File: src/rtl/fetch_control_unit.sv
// Fetch sequencing controller: arbitrates EX redirects, ID load-use stalls and imem waits
// into PC / IF-ID / ID-EX control. Optional perf counters are enabled by FETCH_PERF_CNT_EN.
module fetch_control_unit #(
  parameter int DATA_WIDTH  = 32,
  parameter int BOOT_CYCLES = 2,
  parameter int CNT_WIDTH   = 32
) (
  input  logic                  clk,
  input  logic                  rst_n,
  input  logic                  EX_branch_taken_i,
  input  logic [DATA_WIDTH-1:0] EX_branch_target_i,
  input  logic                  ID_load_use_hazard_i,
  input  logic                  IF_imem_ready_i,
  output logic                  IF_pc_write_en_o,
  output logic                  IF_PCSrc_o,
  output logic [DATA_WIDTH-1:0] IF_branch_target_addr_o,
  output logic                  IFID_write_en_o,
  output logic                  IFID_flush_o,
  output logic                  IDEX_flush_o,
  output logic [1:0]            ctrl_state_o
`ifdef FETCH_PERF_CNT_EN
  ,
  output logic [CNT_WIDTH-1:0]  perf_stall_cnt_o,
  output logic [CNT_WIDTH-1:0]  perf_redirect_cnt_o
`endif
);

  typedef enum logic [1:0] {
    ST_BOOT     = 2'd0,
    ST_RUN      = 2'd1,
    ST_WAIT_MEM = 2'd2,
    ST_REDIRECT = 2'd3
  } state_t;

  localparam int BW = (BOOT_CYCLES > 1) ? $clog2(BOOT_CYCLES) : 1;
  localparam logic [BW-1:0] BOOT_LAST = BW'(BOOT_CYCLES - 1);

  state_t                state, next_state;
  logic [BW-1:0]         boot_cnt;
  logic [DATA_WIDTH-1:0] redirect_q;
  logic                  latch_redirect;

  // Decision logic: outputs follow the current state and this cycle's events.
  always_comb begin
    next_state              = state;
    latch_redirect          = 1'b0;
    IF_pc_write_en_o        = 1'b0;
    IF_PCSrc_o              = 1'b0;
    IF_branch_target_addr_o = '0;
    IFID_write_en_o         = 1'b0;
    IFID_flush_o            = 1'b1;
    IDEX_flush_o            = 1'b1;
    case (state)
      ST_BOOT: begin
        if (boot_cnt == BOOT_LAST) next_state = ST_RUN;
      end
      ST_REDIRECT: begin
        // Wrong path already squashed on entry; only the memory matters here.
        IF_PCSrc_o              = 1'b1;
        IF_branch_target_addr_o = redirect_q;
        IDEX_flush_o            = 1'b0;
        IF_pc_write_en_o        = IF_imem_ready_i;
        if (IF_imem_ready_i) next_state = ST_RUN;
      end
      ST_RUN, ST_WAIT_MEM: begin
        IF_branch_target_addr_o = EX_branch_target_i;
        if (EX_branch_taken_i && IF_imem_ready_i) begin
          IF_pc_write_en_o = 1'b1;
          IF_PCSrc_o       = 1'b1;
          next_state       = ST_RUN;
        end else if (EX_branch_taken_i) begin
          latch_redirect = 1'b1;
          next_state     = ST_REDIRECT;
        end else if (ID_load_use_hazard_i) begin
          IFID_flush_o = 1'b0;
        end else if (!IF_imem_ready_i) begin
          IDEX_flush_o = 1'b0;
          next_state   = ST_WAIT_MEM;
        end else begin
          IF_pc_write_en_o = 1'b1;
          IFID_write_en_o  = 1'b1;
          IFID_flush_o     = 1'b0;
          IDEX_flush_o     = 1'b0;
          next_state       = ST_RUN;
        end
      end
      default: next_state = ST_BOOT;
    endcase
  end

  assign ctrl_state_o = state;

  always_ff @(posedge clk or negedge rst_n) begin
    if (!rst_n) begin
      state      <= ST_BOOT;
      boot_cnt   <= '0;
      redirect_q <= '0;
    end else begin
      state <= next_state;
      if (state == ST_BOOT) boot_cnt <= boot_cnt + BW'(1);
      if (latch_redirect) redirect_q <= EX_branch_target_i;
    end
  end

`ifdef FETCH_PERF_CNT_EN
  logic stall_inc, redirect_inc;
  assign stall_inc    = (state != ST_BOOT) && !IF_pc_write_en_o;
  assign redirect_inc = ((state == ST_RUN) || (state == ST_WAIT_MEM)) && EX_branch_taken_i;

  // Saturating counters: hold at all-ones rather than wrap.
  always_ff @(posedge clk or negedge rst_n) begin
    if (!rst_n) begin
      perf_stall_cnt_o    <= '0;
      perf_redirect_cnt_o <= '0;
    end else begin
      if (stall_inc && (perf_stall_cnt_o != '1))
        perf_stall_cnt_o <= perf_stall_cnt_o + CNT_WIDTH'(1);
      if (redirect_inc && (perf_redirect_cnt_o != '1))
        perf_redirect_cnt_o <= perf_redirect_cnt_o + CNT_WIDTH'(1);
    end
  end
`endif

endmodule

File: config.mk
export PLATFORM = sky130hd
export DESIGN_NAME = fetch_control_unit
export DESIGN_NICKNAME = d
export VERILOG_FILES = /design/src/rtl/fetch_control_unit.sv
export SDC_FILE = /design/constraint.sdc
export NUM_CORES = 1
export LEC_CHECK = 0
export CAP_MARGIN = 20
export CORE_MARGIN = 2
export CORE_UTILIZATION = 45
export CTS_CLUSTER_DIAMETER = 100
export DETAILED_ROUTE_END_ITERATION = 12
export GPL_TIMING_DRIVEN = 1
export PLACE_DENSITY = 0.82
export SLEW_MARGIN = 40
export SYNTH_ARGS = -nofsm -noshare
export SYNTH_HDL_FRONTEND = slang
export SYNTH_SLANG_ARGS = --single-unit
File: constraint.sdc
create_clock -name clk -period 3.9 [get_ports clk]
set_input_delay 1.17 -clock clk [delete_from_list [all_inputs] [get_ports clk]]
set_output_delay 1.17 -clock clk [all_outputs]
set_load 0.03 [all_outputs]
Word level (Yosys, flattened, before mapping):

Cells that the tools add are included.

* $add $sub $neg: 1
* eq/ne operators: 6
* multiplexer cells: 29
* reductions and logical operators: 4

Operator list (number)
* $pmux 32 s2: 1
* $mux 1: 18
* $mux 2: 6
* $pmux 1 s2: 3
* $pmux 2 s3: 1
* $eq 2x2->1 const B: 2
* $ne 2x2->1 const B: 2
* $ne 4x4->1 const B: 1
* $reduce_and 3->1: 1
* $eq 2x1->1 const B: 1
* $logic_not 2->1: 1
* $reduce_or 2->1: 1
* $add 1x1->1 const B: 1
* $logic_and 1x1->1: 1

* register bits after elaboration: 35
* input bits: 37
* output and inout bits: 39
* word-level logic and storage cells: 43

Longest topological paths before layout:

Gate-level depths: netlist (run 1).

* word-level depth: 5
* depth in mapped cells: 6
* depth with buffers taken out: 5

Worst setup path before layout (run 1):

OpenSTA, ideal clock, no wires.

* kind: input -> output
* start: input EX_branch_taken_i
* end: output IFID_write_en_o
* arrival: 2101 ps
* required time: 2730 ps
* setup slack: 629 ps
* stages on the path: 2
* path through: nor2b_1 nor3b_1

* cells in the longest elaborated chain, start to end: 3
* elaborated cells between the ends (all ways): 4

Ends and longest elaborated chain
* start, declared: RTL line 10 `input logic EX_branch_taken_i,`
* $mux 1 / $logic_and 1x1->1 (equally long branches): RTL line 71, 67
* $mux 1 *: RTL line 67 `if (EX_branch_taken_i && IF_imem_ready_i) begin`
* $mux 1 *: RTL line 53 `case (state)`
* end, declared: RTL line 17 `output logic IFID_write_en_o,`

Mark *: on every way between the ends. The rest lies on a longest branch, timed or not.

Final worst setup path (run 1):

* start: input EX_branch_taken_i
* end: output IFID_flush_o

* cells in the longest elaborated chain, start to end: 3
* elaborated cells between the ends (all ways): 4

Ends and longest elaborated chain
* $mux 1 / $logic_and 1x1->1 (equally long branches): RTL line 71, 67
* $mux 1 *: RTL line 67
* $mux 1 *: RTL line 53
* end, declared: RTL line 18 `output logic IFID_flush_o,`

Marked as above.

==> summary.md, run 1 <==
| Metric | Value |
|---|---|
| Gr usage total | 20.9% |
| H-tree levels | 2 |
| GRT met1 Usage | 26.5% |
| Switching power | 1.14 mW |
| P_leak | 1.32 nW |
| EDFF count, synth | 0 |
| RSZ-0062 raised after global routing | no |
| DRT Pass-1 Iters | 4 |
| Most frequent cells in the layout | clkdlybuf4s50_1, dfrtp_1, a22o_1 |
| VDD IR max | 0.523 mV |
| Number of remaining DRC errors | 0 |
| Clock network fraction of total power | 13.9% |
| Mux share of post-synthesis cell area | about 26% |
| Worst path required time | 2.73 ns |
| Layout Cells excl Fill | ~260 |
| CTS resizes | 0 |
| Layout cells sized above 1 | about a quarter |
| Syn_nets | 176 |
| F_max | about 260 MHz |
| Clock tree buffer depth | 2 |
| Cell area after synthesis | approximately 1900 um2 |
| Combinational share of power | 62.7% |
| Io pins | 76 |
| Setup ws final | 0.0810 ns |
| CP arrival | around 2.7 ns |
| Gate Count Post-Synth | 137 |
| Main synth FF type | dfrtp_1 |
| Crit start category | primary input |
| Slowest cell delay on critical path | 0.61 ns |
| Die height | 68.6 um |
| Pwr dens | 1000 nW/um2 |
| Seq pwr share | 23.4% |
| Routed wire length | 4.48 mm |
| # Max-Cap Violations | 0 |
| Met2 global-route usage | 32.6% |
| Row cnt | 23 |
| Placer Congestion | 0.755 |
| Starting Density | 47.0% |
| Outcome | finished clean |
| Setup TNS | 0 ns |
| Count of port buffers added during placement | 75 |
| Critical Path End Type | primary output |
| Post-synthesis adder-cell area fraction | under 10% |
| Sequential cell area fraction in the yosys report | a little under half |
| Worst hold margin | ~0.5 ns |
| Post-route ant nets | 0 |
| Synth Area in Compound Gates | roughly 18% |
| CP Max Fanout | 5 |
| Met3 Use GR | just over 8% |
| Hold crit path type | flop to flop |
| Netlist cell types | 24 |
| Clock Latency Late Sink | 0.29 ns |
| Core area | 4000 um2 |
| Flops & latches, synth | 35 |
| Dpl cell area | 2670 um2 |
| Final Hold Viols | 0 |
| Grt total ovfl | 0 |
| Dpl hpwl | 3.19 mm |
| Syn_area_per_cell | 13.7 um2 |
| # setup viols final | 0 |
| Vias/cell | about 5.5 |
| Xor and xnor fraction of the mapped netlist area | 0.466% |
| Root Driver | clkbuf_8 |
| Period utilisation layout | about 100% |
| Clock tree sinks | 35 |
| ANT cells | 0 |
| Routed WL per cell | 17.0 um |
| Cell mode on critical path | clkdlybuf4s50_1 |
| Slew Limit Headroom | 59.9% |
| Top delay family on crit path | buffers and inverters |
| Post-layout min period | about 3.8 ns |
| Crit Path Class | primary input to primary output |
| Setup repair bufs after CTS | 0 |
| Initial antenna violation count | 0 |
| Via Count | 1441 |
| Buf/Inv on CP | 2 |
| CTS clk-pin slew, worst paths | 0.07 ns |
| Asr flop ratio synth | 100% |
| Max Transition Viols Final | 0 |
| Die area | 4710 um2 |
| Cts hold-fix bufs | 0 |
| Slew @ Worst Pin | roughly 0.6 ns |
| Max Clock Skew | between 0.008 and 0.009 ns |
| Yosys warns | 0 |
| Switch share | 40.6% |
| Largest net degree at the start of global routing | 36 |
| Num CTS Buffers | 5 |
| TritonCTS clock tree | built |
| Internal power | roughly 1.7 mW |
| Place WS | 0.0969 ns |
| Design area | 2800 um2 |
| Layout Nets | 252 |
| Busiest grt layer | met2 |
| Vias in the first global route | 1463 |
| Post-Synth Simple-Gate Area | approximately 3.5% |
| P&R area growth vs syn | 49.2% |
| Placed cell count | ~260 |
| Die W | 68.6 um |
| Largest family of logic cells by synthesized area | multiplexers |
| Detailed router's first-iteration violation count | 39 |
| First-pass GRT wire length | 7.08 mm |
| Commonest non-fill, non-tap cell in the layout | clkdlybuf4s50_1 |
| Crit path cell chain | clkdlybuf4s50_1 -> nor2b_1 -> o21ai_0 -> clkdlybuf4s50_1 |
| Slowest cell on crit path | clkdlybuf4s50_1 |
-- cells by family after synthesis --
kind of cell,count (synthesis)
and+or+nand+nor,12
AOI/OAI and AO/OA,39
xor gates and xnor gates,1
adders and majority gates,2
buffers and inverters,15
muxes,33
DFF,35
-- power groups by stage --
stage,registers (mW),clock network [mW],logic (mW)
floorplan,0.638,0,1.16
global placement,0.643,0,1.73
detailed placement,0.659,0,1.76
CTS,0.658,0.395,1.77
global route,0.680,0.421,1.86
finish,0.658,0.391,1.76
-- area by class of cell --
class                      count  area (um2)
timing repair buffer          80         793
clock buffer                   5        68.8
clock inverter                 3        67.6
inverter                       4        15.0
multi-input combinational     87         921
tap                           50        62.6
sequential                    35         876
fill                         282        1200
-- final timing paths --
check                                       start  depth (start not counted)        endpoint  slack [ns]
worst min register to register           boot_cnt                          1        boot_cnt        0.51
min in group asynchronous                   rst_n                          1   redirect_q[3]        0.82
worst max-delay path            EX_branch_taken_i                          4    IFID_flush_o        0.08
max in group asynchronous                   rst_n                          1   redirect_q[7]        2.76
worst min-delay path                     boot_cnt                          1        boot_cnt        0.51
worst max register to register    ctrl_state_o[0]                          5  redirect_q[23]        1.70
-- flip-flops by register name, indices dropped and copies added (netlist names) --
| signal | flops |
|---|---|
| boot_cnt | 1 |
| ctrl_state_o | 2 |
| redirect_q | 32 |
-- Yosys cell counts (all sizes together) (2+ instances only) --
library cell	n	share of area, %
dfrtp	35	47
nand2	2	0.40
ha	2	1.3
inv	4	0.80
nor2	3	0.60
nor2b	3	1.0
buf	10	3.7
a22o	33	15
mux2	32	25
-- metrics by stage --
stage / util (%) / power (mW)
after floorplan: - / 1.80
after global placement: 66.6 / 2.38
after detailed placement: 66.6 / 2.42
after CTS: 70.0 / 2.83
after global routing: 70.1 / 2.96
final: 70.1 / 2.81
-- routing by layer --
| metal | vias up | share of wire, % | wire (um) |
|---|---|---|---|
| met3 | 7 | 7.3 | 326 |
| li1 | 670 | - | - |
| met2 | 52 | 49 | 2200 |
| met1 | 712 | 42 | 1890 |
| met4 | 0 | 1.3 | 60 |
| met5 | - | 0 | 0 |
Power figures use the tool's default switching activity.
==> run 2: changes to the inputs <==
--- a/config.mk
+++ b/config.mk
@@ -12,6 +12,7 @@
 export DETAILED_ROUTE_END_ITERATION = 12
 export GPL_TIMING_DRIVEN = 1
 export PLACE_DENSITY = 0.82
+export SKIP_LAST_GASP = 1
 export SLEW_MARGIN = 40
 export SYNTH_ARGS = -nofsm -noshare
 export SYNTH_HDL_FRONTEND = slang
==> results of run 2 <==
Same layout as run 1: the final DEF is identical, and so are final timing and power.
